===== src/rtl/btb_pkg.sv =====
// Shared definitions for the branch target buffer: 2-bit direction counter
// encoding, the allocation state, and the saturating counter step.
package btb_pkg;

    typedef enum logic [1:0] {
        SNT = 2'b00,
        WNT = 2'b01,
        WT  = 2'b10,
        ST  = 2'b11
    } ctr_e;

    localparam ctr_e CTR_ALLOC = WT;

    function automatic ctr_e ctr_step(input ctr_e c, input logic taken);
        if (taken) begin
            return (c == ST) ? ST : ctr_e'(c + 2'd1);
        end
        return (c == SNT) ? SNT : ctr_e'(c - 2'd1);
    endfunction

endpackage


===== src/rtl/branch_target_buffer_if.sv =====
// Fetch lookup / prediction and execute training signals of the BTB.
interface branch_target_buffer_if #(
    parameter int PC_W = 12
);
    logic            lookup_valid;
    logic [PC_W-1:0] lookup_pc;
    logic            pred_hit;
    logic            pred_taken;
    logic [PC_W-1:0] pred_target;
    logic            upd_valid;
    logic [PC_W-1:0] upd_pc;
    logic            upd_taken;
    logic [PC_W-1:0] upd_target;

    modport master (
        output lookup_valid, lookup_pc, upd_valid, upd_pc, upd_taken, upd_target,
        input  pred_hit, pred_taken, pred_target
    );

    modport slave (
        input  lookup_valid, lookup_pc, upd_valid, upd_pc, upd_taken, upd_target,
        output pred_hit, pred_taken, pred_target
    );
endinterface


===== src/rtl/btb_tag_match.sv =====
// Tag equality check: per-bit XNOR, AND-reduced, qualified by the entry valid.
module btb_tag_match #(
    parameter int TAG_W = 8
) (
    input  logic             valid,
    input  logic [TAG_W-1:0] stored_tag,
    input  logic [TAG_W-1:0] probe_tag,
    output logic             hit
);
    assign hit = valid & (&(~(stored_tag ^ probe_tag)));
endmodule


===== src/rtl/branch_target_buffer.sv =====
// Direct-mapped BTB: 1-cycle registered prediction, trained by resolved branches.
// Define BTB_BYPASS_EN to forward a same-index update into the same-cycle lookup.
module branch_target_buffer
    import btb_pkg::*;
#(
    parameter int PC_W  = 12,
    parameter int IDX_W = 4
) (
    input  logic                   clock,
    input  logic                   reset,
    branch_target_buffer_if.slave  bus
);
    localparam int ENTRIES = 2 ** IDX_W;
    localparam int TAG_W   = PC_W - IDX_W;

    logic [ENTRIES-1:0] valid_q, valid_d;
    logic [TAG_W-1:0]   tag_q    [ENTRIES];
    logic [TAG_W-1:0]   tag_d    [ENTRIES];
    logic [PC_W-1:0]    target_q [ENTRIES];
    logic [PC_W-1:0]    target_d [ENTRIES];
    ctr_e               ctr_q    [ENTRIES];
    ctr_e               ctr_d    [ENTRIES];

    logic               pred_hit_q, pred_hit_d;
    logic               pred_taken_q, pred_taken_d;
    logic [PC_W-1:0]    pred_target_q, pred_target_d;

    logic [IDX_W-1:0]   upd_idx, lk_idx;
    logic [TAG_W-1:0]   upd_tag, lk_tag;
    logic               upd_hit, lk_hit;

    logic               upd_write;
    logic [TAG_W-1:0]   new_tag;
    logic [PC_W-1:0]    new_target;
    ctr_e               new_ctr;

    logic               lk_valid;
    logic [TAG_W-1:0]   lk_stored_tag;
    logic [PC_W-1:0]    lk_target;
    ctr_e               lk_ctr;

    assign upd_idx = bus.upd_pc[IDX_W-1:0];
    assign upd_tag = bus.upd_pc[PC_W-1:IDX_W];
    assign lk_idx  = bus.lookup_pc[IDX_W-1:0];
    assign lk_tag  = bus.lookup_pc[PC_W-1:IDX_W];

    btb_tag_match #(.TAG_W(TAG_W)) u_upd_match (
        .valid      (valid_q[upd_idx]),
        .stored_tag (tag_q[upd_idx]),
        .probe_tag  (upd_tag),
        .hit        (upd_hit)
    );

    btb_tag_match #(.TAG_W(TAG_W)) u_lk_match (
        .valid      (lk_valid),
        .stored_tag (lk_stored_tag),
        .probe_tag  (lk_tag),
        .hit        (lk_hit)
    );

    // Training: hits step the counter, taken misses (re)allocate at WT.
    always_comb begin
        upd_write  = 1'b0;
        new_tag    = upd_tag;
        new_target = target_q[upd_idx];
        new_ctr    = ctr_q[upd_idx];
        if (bus.upd_valid) begin
            if (upd_hit) begin
                upd_write = 1'b1;
                new_ctr   = ctr_step(ctr_q[upd_idx], bus.upd_taken);
                if (bus.upd_taken) begin
                    new_target = bus.upd_target;
                end
            end else if (bus.upd_taken) begin
                upd_write  = 1'b1;
                new_target = bus.upd_target;
                new_ctr    = CTR_ALLOC;
            end
        end
    end

    always_comb begin
        lk_valid      = valid_q[lk_idx];
        lk_stored_tag = tag_q[lk_idx];
        lk_target     = target_q[lk_idx];
        lk_ctr        = ctr_q[lk_idx];
`ifdef BTB_BYPASS_EN
        if (upd_write && (upd_idx == lk_idx)) begin
            lk_valid      = 1'b1;
            lk_stored_tag = new_tag;
            lk_target     = new_target;
            lk_ctr        = new_ctr;
        end
`endif
    end

    always_comb begin
        valid_d  = valid_q;
        tag_d    = tag_q;
        target_d = target_q;
        ctr_d    = ctr_q;
        if (upd_write) begin
            valid_d[upd_idx]  = 1'b1;
            tag_d[upd_idx]    = new_tag;
            target_d[upd_idx] = new_target;
            ctr_d[upd_idx]    = new_ctr;
        end

        pred_hit_d    = pred_hit_q;
        pred_taken_d  = pred_taken_q;
        pred_target_d = pred_target_q;
        if (bus.lookup_valid) begin
            pred_hit_d    = lk_hit;
            pred_taken_d  = lk_hit & lk_ctr[1];
            pred_target_d = lk_hit ? lk_target : '0;
        end
    end

    // Entry payload arrays are left unreset; valid bits gate them.
    always_ff @(posedge clock) begin
        if (reset) begin
            valid_q       <= '0;
            pred_hit_q    <= 1'b0;
            pred_taken_q  <= 1'b0;
            pred_target_q <= '0;
        end else begin
            valid_q       <= valid_d;
            tag_q         <= tag_d;
            target_q      <= target_d;
            ctr_q         <= ctr_d;
            pred_hit_q    <= pred_hit_d;
            pred_taken_q  <= pred_taken_d;
            pred_target_q <= pred_target_d;
        end
    end

    assign bus.pred_hit    = pred_hit_q;
    assign bus.pred_taken  = pred_taken_q;
    assign bus.pred_target = pred_target_q;

endmodule

===== src/flat_wrapper.sv =====
// flat-port wrapper written by rule: the top's interface ports become plain ports
module branch_target_buffer_flat import btb_pkg::*;
#(
    parameter int PC_W  = 12,
    parameter int IDX_W = 4
)
  (clock, reset, bus_lookup_valid, bus_lookup_pc, bus_upd_valid, bus_upd_pc, bus_upd_taken, bus_upd_target, bus_pred_hit, bus_pred_taken, bus_pred_target);
  branch_target_buffer_if #(.PC_W(PC_W)) bus_i ();
  input  logic clock;
  input  logic reset;
  input wire logic [$bits(bus_i.lookup_valid)-1:0] bus_lookup_valid;
  input wire logic [$bits(bus_i.lookup_pc)-1:0] bus_lookup_pc;
  input wire logic [$bits(bus_i.upd_valid)-1:0] bus_upd_valid;
  input wire logic [$bits(bus_i.upd_pc)-1:0] bus_upd_pc;
  input wire logic [$bits(bus_i.upd_taken)-1:0] bus_upd_taken;
  input wire logic [$bits(bus_i.upd_target)-1:0] bus_upd_target;
  output wire logic [$bits(bus_i.pred_hit)-1:0] bus_pred_hit;
  output wire logic [$bits(bus_i.pred_taken)-1:0] bus_pred_taken;
  output wire logic [$bits(bus_i.pred_target)-1:0] bus_pred_target;
  assign bus_i.lookup_valid = bus_lookup_valid;
  assign bus_i.lookup_pc = bus_lookup_pc;
  assign bus_i.upd_valid = bus_upd_valid;
  assign bus_i.upd_pc = bus_upd_pc;
  assign bus_i.upd_taken = bus_upd_taken;
  assign bus_i.upd_target = bus_upd_target;
  assign bus_pred_hit = bus_i.pred_hit;
  assign bus_pred_taken = bus_i.pred_taken;
  assign bus_pred_target = bus_i.pred_target;
  branch_target_buffer #(.PC_W(PC_W), .IDX_W(IDX_W)) u_core (.clock(clock), .reset(reset), .bus(bus_i));
endmodule

===== config.mk =====
export PLATFORM = sky130hd
export DESIGN_NAME = branch_target_buffer_flat
export DESIGN_NICKNAME = d
export VERILOG_FILES = /design/src/rtl/btb_pkg.sv /design/src/rtl/branch_target_buffer_if.sv /design/src/rtl/btb_tag_match.sv /design/src/rtl/branch_target_buffer.sv /design/src/flat_wrapper.sv
export SDC_FILE = /design/constraint.sdc
export NUM_CORES = 1
export LEC_CHECK = 0
export ABC_AREA = 1
export CAP_MARGIN = 20
export CORE_MARGIN = 2
export CORE_UTILIZATION = 56
export DETAILED_ROUTE_END_ITERATION = 12
export PLACE_DENSITY = 0.76
export SYNTH_ARGS = -nofsm -noshare
export SYNTH_HDL_FRONTEND = slang
export SYNTH_SLANG_ARGS = --single-unit

===== constraint.sdc =====
create_clock -name clock -period 2.9 [get_ports clock]
set_input_delay 0.725 -clock clock [delete_from_list [all_inputs] [get_ports clock]]
set_output_delay 0.725 -clock clock [all_outputs]
set_load 0.005 [all_outputs]

==> results.yml <==
logic_synthesis:
  synth_cell_type_count: 41
  syn_inst: 1915
  postSynthNetCount: 1956
  yosysSeqAreaShare_pct: 60.2
  ys_warn_count: 0
  synth-seq-cells: 382
  synth_area_per_cell_um2: 9.69
  mappedNetlistArea_um2: 18600
timing:
  final_hold_viol_count: 0
  slew_headroom_pct: 56.7
  period_minus_slack_ns: 2.79
  fin_crit_sh_pct: 96.2
  slew_viol_final: 0
  skew_ns: 0.0190
  setup_tns_ns: 0
  setup_slack_ns: 0.109
  max_slew.worst_pin.slew_ns: 0.649
  hold_slack_ns: 0.455
  max_freq_mhz: 358
  setup_viol: 0
finish:
  utilization_pct: 69.4
  multi_input_area_um2: 6430
  fill_cells: 2346
  area_delta_synth_final_pct: 22.0
  drive_gt1_share_pct: 14.9
  seq_area_um2: 11200
  mostFrequentLayoutCells: "nand2_1, edfxtp_1, a21oi_1, buf_4, a22oi_1"
  nets: 2129
  diodes: 0
  final_common_cell: "nand2_1"
pwr:
  ir_worst_vdd_v: 0.000518
  p_leak_nw: 8.74
  p_total_w: 0.0128
  p_per_area_nw_per_um2: 566
clock_network:
  cts_root_buf: "clkbuf_16"
  htree_levels: 2
  holdBufCountCts: 0
  cts_made_buffers: 40
  clk-insertion-delay-late_ns: 0.54
  cts_buffer_depth: 3
  cts.clk_slew.worst_paths_ns: 0.05
  clock_sinks: 382
  cts_tree: "done"
worst_setup_path:
  crit_path_cell_trace: "dlygate4sd2_1 > buf_12 > nor2_4 > buf_12 > inv_1 > o21ai_1 > o21ai_1 > nand2_1 > nor2_1 > nand2_1 > nand2_1 > nor2_2 > nand3_4 > nand2_4 > nand3_1 > inv_1 > buf_12"
  critPathArrivalTime_ns: 3.03
  crit_path_max_incr_delay_ns: 0.26
  path_buf_inv: 6
  slowest_stage: "dlygate4sd2_1"
  crit_family: "buffers and inverters"
  path_max_fanout: 16
  crit_type: "in -> reg"
  worst_ep_required_time_ns: 3.13
  cp-start-kind: "input port"
  setup.worst_path.end_class: "flop"
floorplanning:
  die_x_um: 186
  io_pins: 55
  row_count: 66
  die_h_um: 186
  coreArea_um2: 32600
  start_util_pct: 56.9
  die-area_um2: 34600
global_route:
  grt.total_usage_pct: 36.8
  grt_pass1_vias: 15838
  grt_pass1_wl_mm: 93.5
  antenna_found_initial: 0
  grt_overflow: 0
  grt_max_degree: 61
routing:
  vias_per_cell: 6.43
  vias: 16455
  ant_nets: 0
  wl_met2_mm: 28.8
  detail_route.first_pass.iterations: 6
  drc: 0
  drt_iter0_drc: 2753
  wl_met3_mm: 7.83
  post_drt_wl_per_cell_um: 24.5
  wl_met1_mm: 22.1
  wirelength_mm: 62.7
  maxUsedRoutingLayer: "met4"
placed_design:
  dp_hpwl_mm: 40.5
  port-buffer-count: 54
  pre_cts_ws_ns: -0.865
  place_congestion: 0.930
status:
  status: "finished clean"
run:
  cap_violations: 0
min_path:
  min_path_type: "reg -> reg"
[final timing paths]
check             depth (start not counted)                        endpoint  slack [ns]                           start
setup / recovery                         17  u_core.target_q[171]$_DFFE_PP_        0.11                   bus_upd_pc[1]
setup reg to reg                         16  u_core.target_q[171]$_DFFE_PP_        0.36      u_core.tag_q[16]$_DFFE_PP_
hold / removal                            2  u_core.valid_q[9]$_SDFFE_PP0P_        0.45  u_core.valid_q[9]$_SDFFE_PP0P_
hold reg to reg                           2  u_core.valid_q[9]$_SDFFE_PP0P_        0.45  u_core.valid_q[9]$_SDFFE_PP0P_
[cell usage after synthesis, drive strengths merged]
master	number	area, µm²
a32o	4	40.0
o21bai	1	7.51
o21a	1	7.51
nand4	1	6.26
a21oi	165	830
nor3	3	15.0
nand3	89	503
nand2	643	2430
clkinv	1	3.75
inv	82	310
o32a	4	40.0
clkbuf	46	173
a21boi	1	7.51
o22ai	2	12.5
o21ai	90	450
edfxtp	352	10600
nor2	119	477
a211oi	1	7.51
a22oi	112	841
dfxtp	30	601
nor4	4	25.0
nand3b	3	22.5
buf	85	544
or2	2	12.5
o211ai	23	173
a221oi	51	447
[kinds of logic (layout without fill, tap and decap cells)]
group	count (synthesis)	in the layout	share of synthesized area [%]
simple gates	864	866	18.8
compound gates	455	455	15.4
flops	382	382	60.2
buf+inv	214	415	5.56
[routing by layer]
metal,global-route usage [%],up-vias
met1,47.6,7705
li1,-,7111
met3,7.18,270
met2,58.1,1369
met5,0,-
met4,21.5,0
[worst min-delay path, delay by kind of cell, from the launching register on]
kind / cells / cell delay (ns)
and+or+nand+nor: 2 / 0.10
DFF: 1 / 0.31
[layout make-up]
cell class / count / area share (%)
Tap cell: 442 / 2.44
Timing Repair Buffer: 260 / 12.4
Multi-Input combinational cell: 1321 / 28.4
Clock buffer: 53 / 4.95
Clock inverter: 19 / 0.906
Sequential cell: 382 / 49.3
Inverter: 83 / 1.55
[power by group]
part / switching, W / total (W) / leakage [nW] / internal [W]
Clock: 0.00212 / 0.00520 / 0.646 / 0.00308
Sequential: 0.0000167 / 0.00613 / 3.42 / 0.00611
Combinational: 0.000950 / 0.00148 / 4.68 / 0.000531
Total: 0.00309 / 0.0128 / 8.74 / 0.00972
[through the flow]
stage | cells | instance area (µm²)
CTS | 2556 | 22500
finish | 2560 | 22600
floorplan | 1915 | 18600
detailed placement | 2479 | 21100
global placement | 2479 | 21100
global route | 2560 | 22600
[sequential cells by signal (all words and copies together) (netlist names)]
signal                  count
u_core.ctr_q               32
u_core.target_q           192
u_core.tag_q              128
u_core.bus.pred_target     12
u_core.valid_q             16
u_core.bus.pred_hit         1
u_core.bus.pred_taken       1
[timing repair]
action,4_1_cts,5_1_grt
pin swaps,4,6
setup endpoints to repair,368,380
hold endpoints to repair,0,0
cloned,2,1
setup buffers,3,3
gates resized for setup,12,15
Note: power is estimated with default switching activity, not from simulation.
